File: src/rtl/vend_pkg.sv
// Shared encodings for the vending transaction controller: FSM states,
// coin and selection codes, and one-hot dispenser item codes.
package vend_pkg;

  typedef enum logic [1:0] {
    ST_IDLE,
    ST_COLLECT,
    ST_VEND,
    ST_CHANGE
  } state_e;

  localparam logic [1:0] COIN_NONE = 2'b00;
  localparam logic [1:0] COIN_5    = 2'b01;
  localparam logic [1:0] COIN_10   = 2'b10;
  localparam logic [1:0] COIN_20   = 2'b11;

  localparam logic [1:0] SEL_NONE = 2'b00;
  localparam logic [1:0] SEL_A    = 2'b01;
  localparam logic [1:0] SEL_B    = 2'b10;
  localparam logic [1:0] SEL_C    = 2'b11;

  localparam logic [2:0] ITEM_NONE = 3'b000;
  localparam logic [2:0] ITEM_A    = 3'b001;
  localparam logic [2:0] ITEM_B    = 3'b010;
  localparam logic [2:0] ITEM_C    = 3'b100;

  function automatic logic [4:0] coin_value(input logic [1:0] code);
    logic [4:0] v;
    case (code)
      COIN_5:  v = 5'd5;
      COIN_10: v = 5'd10;
      COIN_20: v = 5'd20;
      default: v = 5'd0;
    endcase
    return v;
  endfunction

  function automatic logic [2:0] sel_to_item(input logic [1:0] code);
    logic [2:0] it;
    case (code)
      SEL_A:   it = ITEM_A;
      SEL_B:   it = ITEM_B;
      SEL_C:   it = ITEM_C;
      default: it = ITEM_NONE;
    endcase
    return it;
  endfunction

endpackage

File: src/rtl/vend_ack_timer.sv
// Down-counter guarding the dispenser handshake; expired_o rises once the
// loaded window has fully elapsed without a clear.
module vend_ack_timer #(
  parameter int unsigned TIMEOUT = 15
) (
  input  logic clk_i,
  input  logic rst_ni,
  input  logic load_i,
  input  logic clear_i,
  output logic expired_o
);

  localparam int unsigned CW = $clog2(TIMEOUT + 1);

  logic [CW-1:0] cnt_q, cnt_d;
  logic          active_q, active_d;

  // Loaded with TIMEOUT-1 so that the final in-window cycle sees zero.
  always_comb begin
    cnt_d    = cnt_q;
    active_d = active_q;
    if (clear_i) begin
      cnt_d    = '0;
      active_d = 1'b0;
    end else if (load_i) begin
      cnt_d    = CW'(TIMEOUT - 1);
      active_d = 1'b1;
    end else if (active_q && (cnt_q != '0)) begin
      cnt_d = cnt_q - CW'(1);
    end
  end

  always_ff @(posedge clk_i or negedge rst_ni) begin
    if (!rst_ni) begin
      cnt_q    <= '0;
      active_q <= 1'b0;
    end else begin
      cnt_q    <= cnt_d;
      active_q <= active_d;
    end
  end

  assign expired_o = active_q && (cnt_q == '0);

endmodule

File: src/rtl/vend_controller.sv
// Vending transaction controller: coin credit, price check, dispenser
// req/ack handshake with timeout, and change return as 5-unit pulses.
module vend_controller
  import vend_pkg::*;
#(
  parameter int unsigned PRICE_A     = 15,
  parameter int unsigned PRICE_B     = 25,
  parameter int unsigned PRICE_C     = 35,
  parameter int unsigned MAX_CREDIT  = 95,
  parameter int unsigned CREDIT_W    = 7,
  parameter int unsigned ACK_TIMEOUT = 15
) (
  input  logic                clk,
  input  logic                reset,
  input  logic [1:0]          coin,
  input  logic [1:0]          sel,
  input  logic                sel_valid,
  input  logic                cancel,
  input  logic                disp_ack,
  output logic                disp_req,
  output logic [2:0]          disp_item,
  output logic                change_pulse,
  output logic [CREDIT_W-1:0] credit,
  output logic                coin_reject,
  output logic                insufficient,
  output logic                timeout_err,
  output logic                busy
);

  typedef logic [CREDIT_W-1:0] cred_t;
  typedef logic [CREDIT_W:0]   wide_t;

  localparam cred_t STEP = cred_t'(5);

  function automatic cred_t price_of(input logic [1:0] code);
    cred_t p;
    case (code)
      SEL_A:   p = cred_t'(PRICE_A);
      SEL_B:   p = cred_t'(PRICE_B);
      SEL_C:   p = cred_t'(PRICE_C);
      default: p = '0;
    endcase
    return p;
  endfunction

  state_e     state_q, state_d;
  cred_t      credit_q, credit_d;
  cred_t      price_q, price_d;
  logic [2:0] item_q, item_d;
  logic       req_q, req_d;
  logic       pulse_q, pulse_d;
  logic       rej_q, rej_d;
  logic       ins_q, ins_d;
  logic       tmo_q, tmo_d;
  logic       busy_q, busy_d;

  logic       tmr_load, tmr_clear, tmr_expired;
  wide_t      coin_sum;
  cred_t      sel_price;
  logic       coin_present;

  vend_ack_timer #(
    .TIMEOUT (ACK_TIMEOUT)
  ) u_ack_timer (
    .clk_i     (clk),
    .rst_ni    (reset),
    .load_i    (tmr_load),
    .clear_i   (tmr_clear),
    .expired_o (tmr_expired)
  );

  // One bit wider than the credit register so the overflow check cannot wrap.
  assign coin_sum     = {1'b0, credit_q} + wide_t'(coin_value(coin));
  assign sel_price    = price_of(sel);
  assign coin_present = (coin != COIN_NONE);

  always_comb begin
    state_d   = state_q;
    credit_d  = credit_q;
    price_d   = price_q;
    item_d    = item_q;
    req_d     = req_q;
    pulse_d   = 1'b0;
    rej_d     = 1'b0;
    ins_d     = 1'b0;
    tmo_d     = 1'b0;
    tmr_load  = 1'b0;
    tmr_clear = 1'b0;

    case (state_q)
      ST_IDLE, ST_COLLECT: begin
        if (cancel) begin
          rej_d   = coin_present;
          state_d = (credit_q != '0) ? ST_CHANGE : ST_IDLE;
        end else if (sel_valid && (sel != SEL_NONE)) begin
          rej_d = coin_present;
          if (credit_q >= sel_price) begin
            credit_d = credit_q - sel_price;
            price_d  = sel_price;
            item_d   = sel_to_item(sel);
            req_d    = 1'b1;
            tmr_load = 1'b1;
            state_d  = ST_VEND;
          end else begin
            ins_d = 1'b1;
          end
        end else if (coin_present) begin
          if (coin_sum > wide_t'(MAX_CREDIT)) begin
            rej_d = 1'b1;
          end else begin
            credit_d = coin_sum[CREDIT_W-1:0];
            state_d  = ST_COLLECT;
          end
        end
      end

      ST_VEND: begin
        rej_d = coin_present;
        if (disp_ack) begin
          req_d     = 1'b0;
          item_d    = ITEM_NONE;
          tmr_clear = 1'b1;
          state_d   = (credit_q != '0) ? ST_CHANGE : ST_IDLE;
        end else if (tmr_expired) begin
          req_d     = 1'b0;
          item_d    = ITEM_NONE;
          credit_d  = credit_q + price_q;
          tmo_d     = 1'b1;
          tmr_clear = 1'b1;
          state_d   = ST_CHANGE;
        end
      end

      ST_CHANGE: begin
        rej_d = coin_present;
        // Leave only after a low pulse cycle so change_pulse always ends low.
        if (pulse_q || (credit_q == '0)) begin
          if (credit_q == '0) state_d = ST_IDLE;
        end else begin
          pulse_d  = 1'b1;
          credit_d = credit_q - STEP;
        end
      end

      default: state_d = ST_IDLE;
    endcase

    busy_d = (state_d == ST_VEND) || (state_d == ST_CHANGE);
  end

  always_ff @(posedge clk or negedge reset) begin
    if (!reset) begin
      state_q  <= ST_IDLE;
      credit_q <= '0;
      price_q  <= '0;
      item_q   <= ITEM_NONE;
      req_q    <= 1'b0;
      pulse_q  <= 1'b0;
      rej_q    <= 1'b0;
      ins_q    <= 1'b0;
      tmo_q    <= 1'b0;
      busy_q   <= 1'b0;
    end else begin
      state_q  <= state_d;
      credit_q <= credit_d;
      price_q  <= price_d;
      item_q   <= item_d;
      req_q    <= req_d;
      pulse_q  <= pulse_d;
      rej_q    <= rej_d;
      ins_q    <= ins_d;
      tmo_q    <= tmo_d;
      busy_q   <= busy_d;
    end
  end

  assign disp_req     = req_q;
  assign disp_item    = item_q;
  assign change_pulse = pulse_q;
  assign credit       = credit_q;
  assign coin_reject  = rej_q;
  assign insufficient = ins_q;
  assign timeout_err  = tmo_q;
  assign busy         = busy_q;

endmodule
File: config.mk
export PLATFORM = sky130hd
export DESIGN_NAME = vend_controller
export DESIGN_NICKNAME = d
export VERILOG_FILES = /design/src/rtl/vend_pkg.sv /design/src/rtl/vend_ack_timer.sv /design/src/rtl/vend_controller.sv
export SDC_FILE = /design/constraint.sdc
export NUM_CORES = 1
export LEC_CHECK = 0
export ABC_AREA = 1
export CAP_MARGIN = 10
export CORE_MARGIN = 5
export CORE_UTILIZATION = 40
export CTS_BUF_LIST = sky130_fd_sc_hd__clkbuf_4 sky130_fd_sc_hd__clkbuf_8 sky130_fd_sc_hd__clkbuf_16
export DETAILED_ROUTE_END_ITERATION = 8
export MAX_ROUTING_LAYER = met4
export PLACE_DENSITY = 0.71
export SYNTH_ARGS = -nofsm -noshare
export SYNTH_HDL_FRONTEND = slang
export SYNTH_SLANG_ARGS = --single-unit
export TNS_END_PERCENT = 30
File: constraint.sdc
create_clock -name clk -period 2.39 [get_ports clk]
set_clock_uncertainty 0.05 [all_clocks]
set_input_delay 0.478 -clock clk [delete_from_list [all_inputs] [get_ports clk]]
set_output_delay 0.478 -clock clk [all_outputs]
set_load 0.01 [all_outputs]
==> metrics <==
fraction of the yosys area taken by sequential cells=28.9%; # rows=28; Reg clk slew, reported paths=70 ps; Clk network pwr share=7.1%; Area Growth Syn to Fin=46.4%; Final Hold Vio Count=0; TritonCTS clock tree=yes; total die area=7960 um^2; NetSw=2.81 mW; most frequent cells in the layout=nand2_1 (85), buf_4 (70), inv_1 (46); CTS Hold Bufs=0; post-layout util=61.0%; setup TNS=0 ps; WL final=7780 um; first-pass GRT wire length=11800 um; max-slew violation count=0; most common cell after layout, fill and taps aside=nand2_1; final std cell area, no fill=3670 um^2; Syn Area/Cell=7.01 um^2; Critical Path AT=2550 ps; CP Launch Type=flop; Least-Margin Pin Slew=547 ps; Tmin final=2380 ps; vias post-DR=2841; number of global-route vias before repair=2552; initial antenna violation count=0; fin crit share=99.4%; RSZ-0062 raised after global routing=true; Longest Clk Path Bufs=2; Comb pwr share=76.8%; final setup fails=0; Nets=492; Max-slew headroom=63.2%; clk_lat worst skew=300 ps; required time of the worst setup path=2570 ps; largest net degree at the start of global routing=30; die extent in y=89.2 um; Detail Route Antenna Nets=0; Min Hold Slack=433 ps; Clock Sinks=29; Post-route DRC=0; Syn Std Cell Area=2510 um^2; Leakage Power=1.91 nW; clock root cell=clkbuf_8; sequential share of power=16.1%; Netlist cell types=35; Die X=89.2 um; Core Area=6030 um^2; Tot Pwr=5.90 mW; Synth Warn #=0; TritonCTS Buffers=5; Crit. End Element=flop; HP Class=reg2reg; Pint=3.08 mW; switching portion of total power=47.7%; syn_nets=394; io pins=25; GRT Total Usage=19.5%; CP max FO=4; H-tree depth=2; IO buf count=24; Seq cells post-synth=29; peak supply drop=675 uV; fill count=547; Power Density=1610 nW/um^2; gpl congestion=0.885; DP Area=3220 um^2; DR pass1 iterations=5; Max Cap Violations=0; WHS Path Cells=2; kind of critical path=reg2reg; routed vias/inst=5.34; status=complete, no violations; Max Clk Rate=421 MHz; R2R depth=15; Synth Instances=358; DRT iter0 DRCs=211; initial cell density of the core=41.6%; proportion of layout cells with a drive suffix above 1=31.7%; Avg WL per Cell=14.6 um; Ant. Diodes=0; DP HPWL=5550 um; gr ovfl total=0
==> path summary, 6_finish.rpt <==
path / start / end / slack, ps
worst min register to register: disp_req / disp_req / 430
worst max-delay path: price_q[0] / credit[6] / 10
worst min-delay path: disp_req / disp_req / 430
max in group asynchronous: reset / price_q[2] / 1480
worst max register to register: price_q[0] / credit[6] / 10
min in group asynchronous: reset / credit[2] / 510
==> critical path, stage by stage, from the launching register on <==
cell	delay (ps)
dfrtp_1	440
nor4_4	360
inv_2	80
o21ai_2	150
nand3_2	130
ha_4	300
nand2_2	50
inv_1	50
nand4_1	70
o211ai_1	140
nand3_1	110
nand2_1	80
nor2_2	40
a21oi_2	110
nand3_1	80
nand2_1	70
==> state kept, by name, indices dropped and copies added (netlist names) <==
| signal | count |
|---|---|
| busy | 1 |
| price_q | 6 |
| change_pulse | 1 |
| u_ack_timer.cnt_q | 4 |
| u_ack_timer.active_q | 1 |
| insufficient | 1 |
| timeout_err | 1 |
| coin_reject | 1 |
| credit | 7 |
| disp_req | 1 |
| state_q | 2 |
| disp_item | 3 |
==> layer usage <==
layer	share of wire [%]	track usage, %	wire length (um)	vias up
met2	51	32.2	4000	90
met1	43	24.7	3320	1361
met5	0	-	0	-
met4	1.1	5.55	87	0
li1	-	-	-	1376
met3	4.9	3.23	379	14
==> power by group through the flow <==
stage / Sequential, mW / Clock [mW] / Combinational, mW
2_1_floorplan: 0.927 / 0 / 2.30
3_3_place_gp: 0.912 / 0 / 3.55
3_5_place_dp: 0.914 / 0 / 3.64
4_1_cts: 0.927 / 0.420 / 3.90
5_1_grt: 0.968 / 0.442 / 4.98
6_report: 0.947 / 0.421 / 4.53
==> cells by family (layout without fill, tap and decap cells) <==
| group | count (synthesis) | count (layout) | share of synthesized area, % |
|---|---|---|---|
| flops | 29 | 29 | 28.9 |
| xor+xnor | 7 | 7 | 2.44 |
| compound gates | 56 | 56 | 12.7 |
| simple gates | 177 | 177 | 32.4 |
| buf+inv | 62 | 161 | 9.48 |
| fa+ha+maj | 27 | 27 | 14.1 |
==> cell type report <==
| class | instances | area [um^2] | area share, % |
|---|---|---|---|
| Timing Repair Buffer | 97 | 787 | 21.4 |
| Clock inverter | 2 | 10.0 | 0.272 |
| Multi-Input combinational cell | 267 | 1770 | 48.1 |
| Inverter | 56 | 210 | 5.72 |
| Clock buffer | 6 | 76.3 | 2.08 |
| Sequential cell | 29 | 729 | 19.9 |
| Tap cell | 75 | 93.8 | 2.55 |
==> cell usage after synthesis, drive strengths merged <==
library cell	n	share of area [%]
o21ai	24	4.8
or2	4	1.0
nand3b	2	0.60
dfrtp	29	29
nor3	9	2.2
nand4	8	2.0
nand2	96	15
a32oi	1	0.35
buf	4	0.80
a221oi	2	0.70
o31ai	1	0.30
xor2	4	1.4
nor2	22	3.5
clkbuf	2	0.30
a21oi	16	3.2
fa	2	1.6
ha	25	12
a22oi	2	0.60
inv	56	8.4
o211ai	1	0.30
a21boi	1	0.30
o21a	1	0.30
xnor2	3	1.0
o21bai	2	0.60
nand3	33	6.8
nor4	3	1.0
a31oi	4	1.0
a21o	1	0.30
==> repair_timing <==
action,4_1_cts,5_1_grt
endpoints found under the setup margin,26,24
gates cloned,0,0
buffers inserted,7,12
resized for setup,30,40
pin swaps,8,29
==> per-stage QoR <==
| stage | instances | setup slack [ps] |
|---|---|---|
| after floorplan | 358 | 60.8 |
| after global placement | 505 | -720 |
| after detailed placement | 505 | -768 |
| after CTS | 520 | 23.2 |
| after global routing | 532 | -170 |
| final | 532 | 14.0 |
No activity file was read; power rests on OpenSTA's default activity.
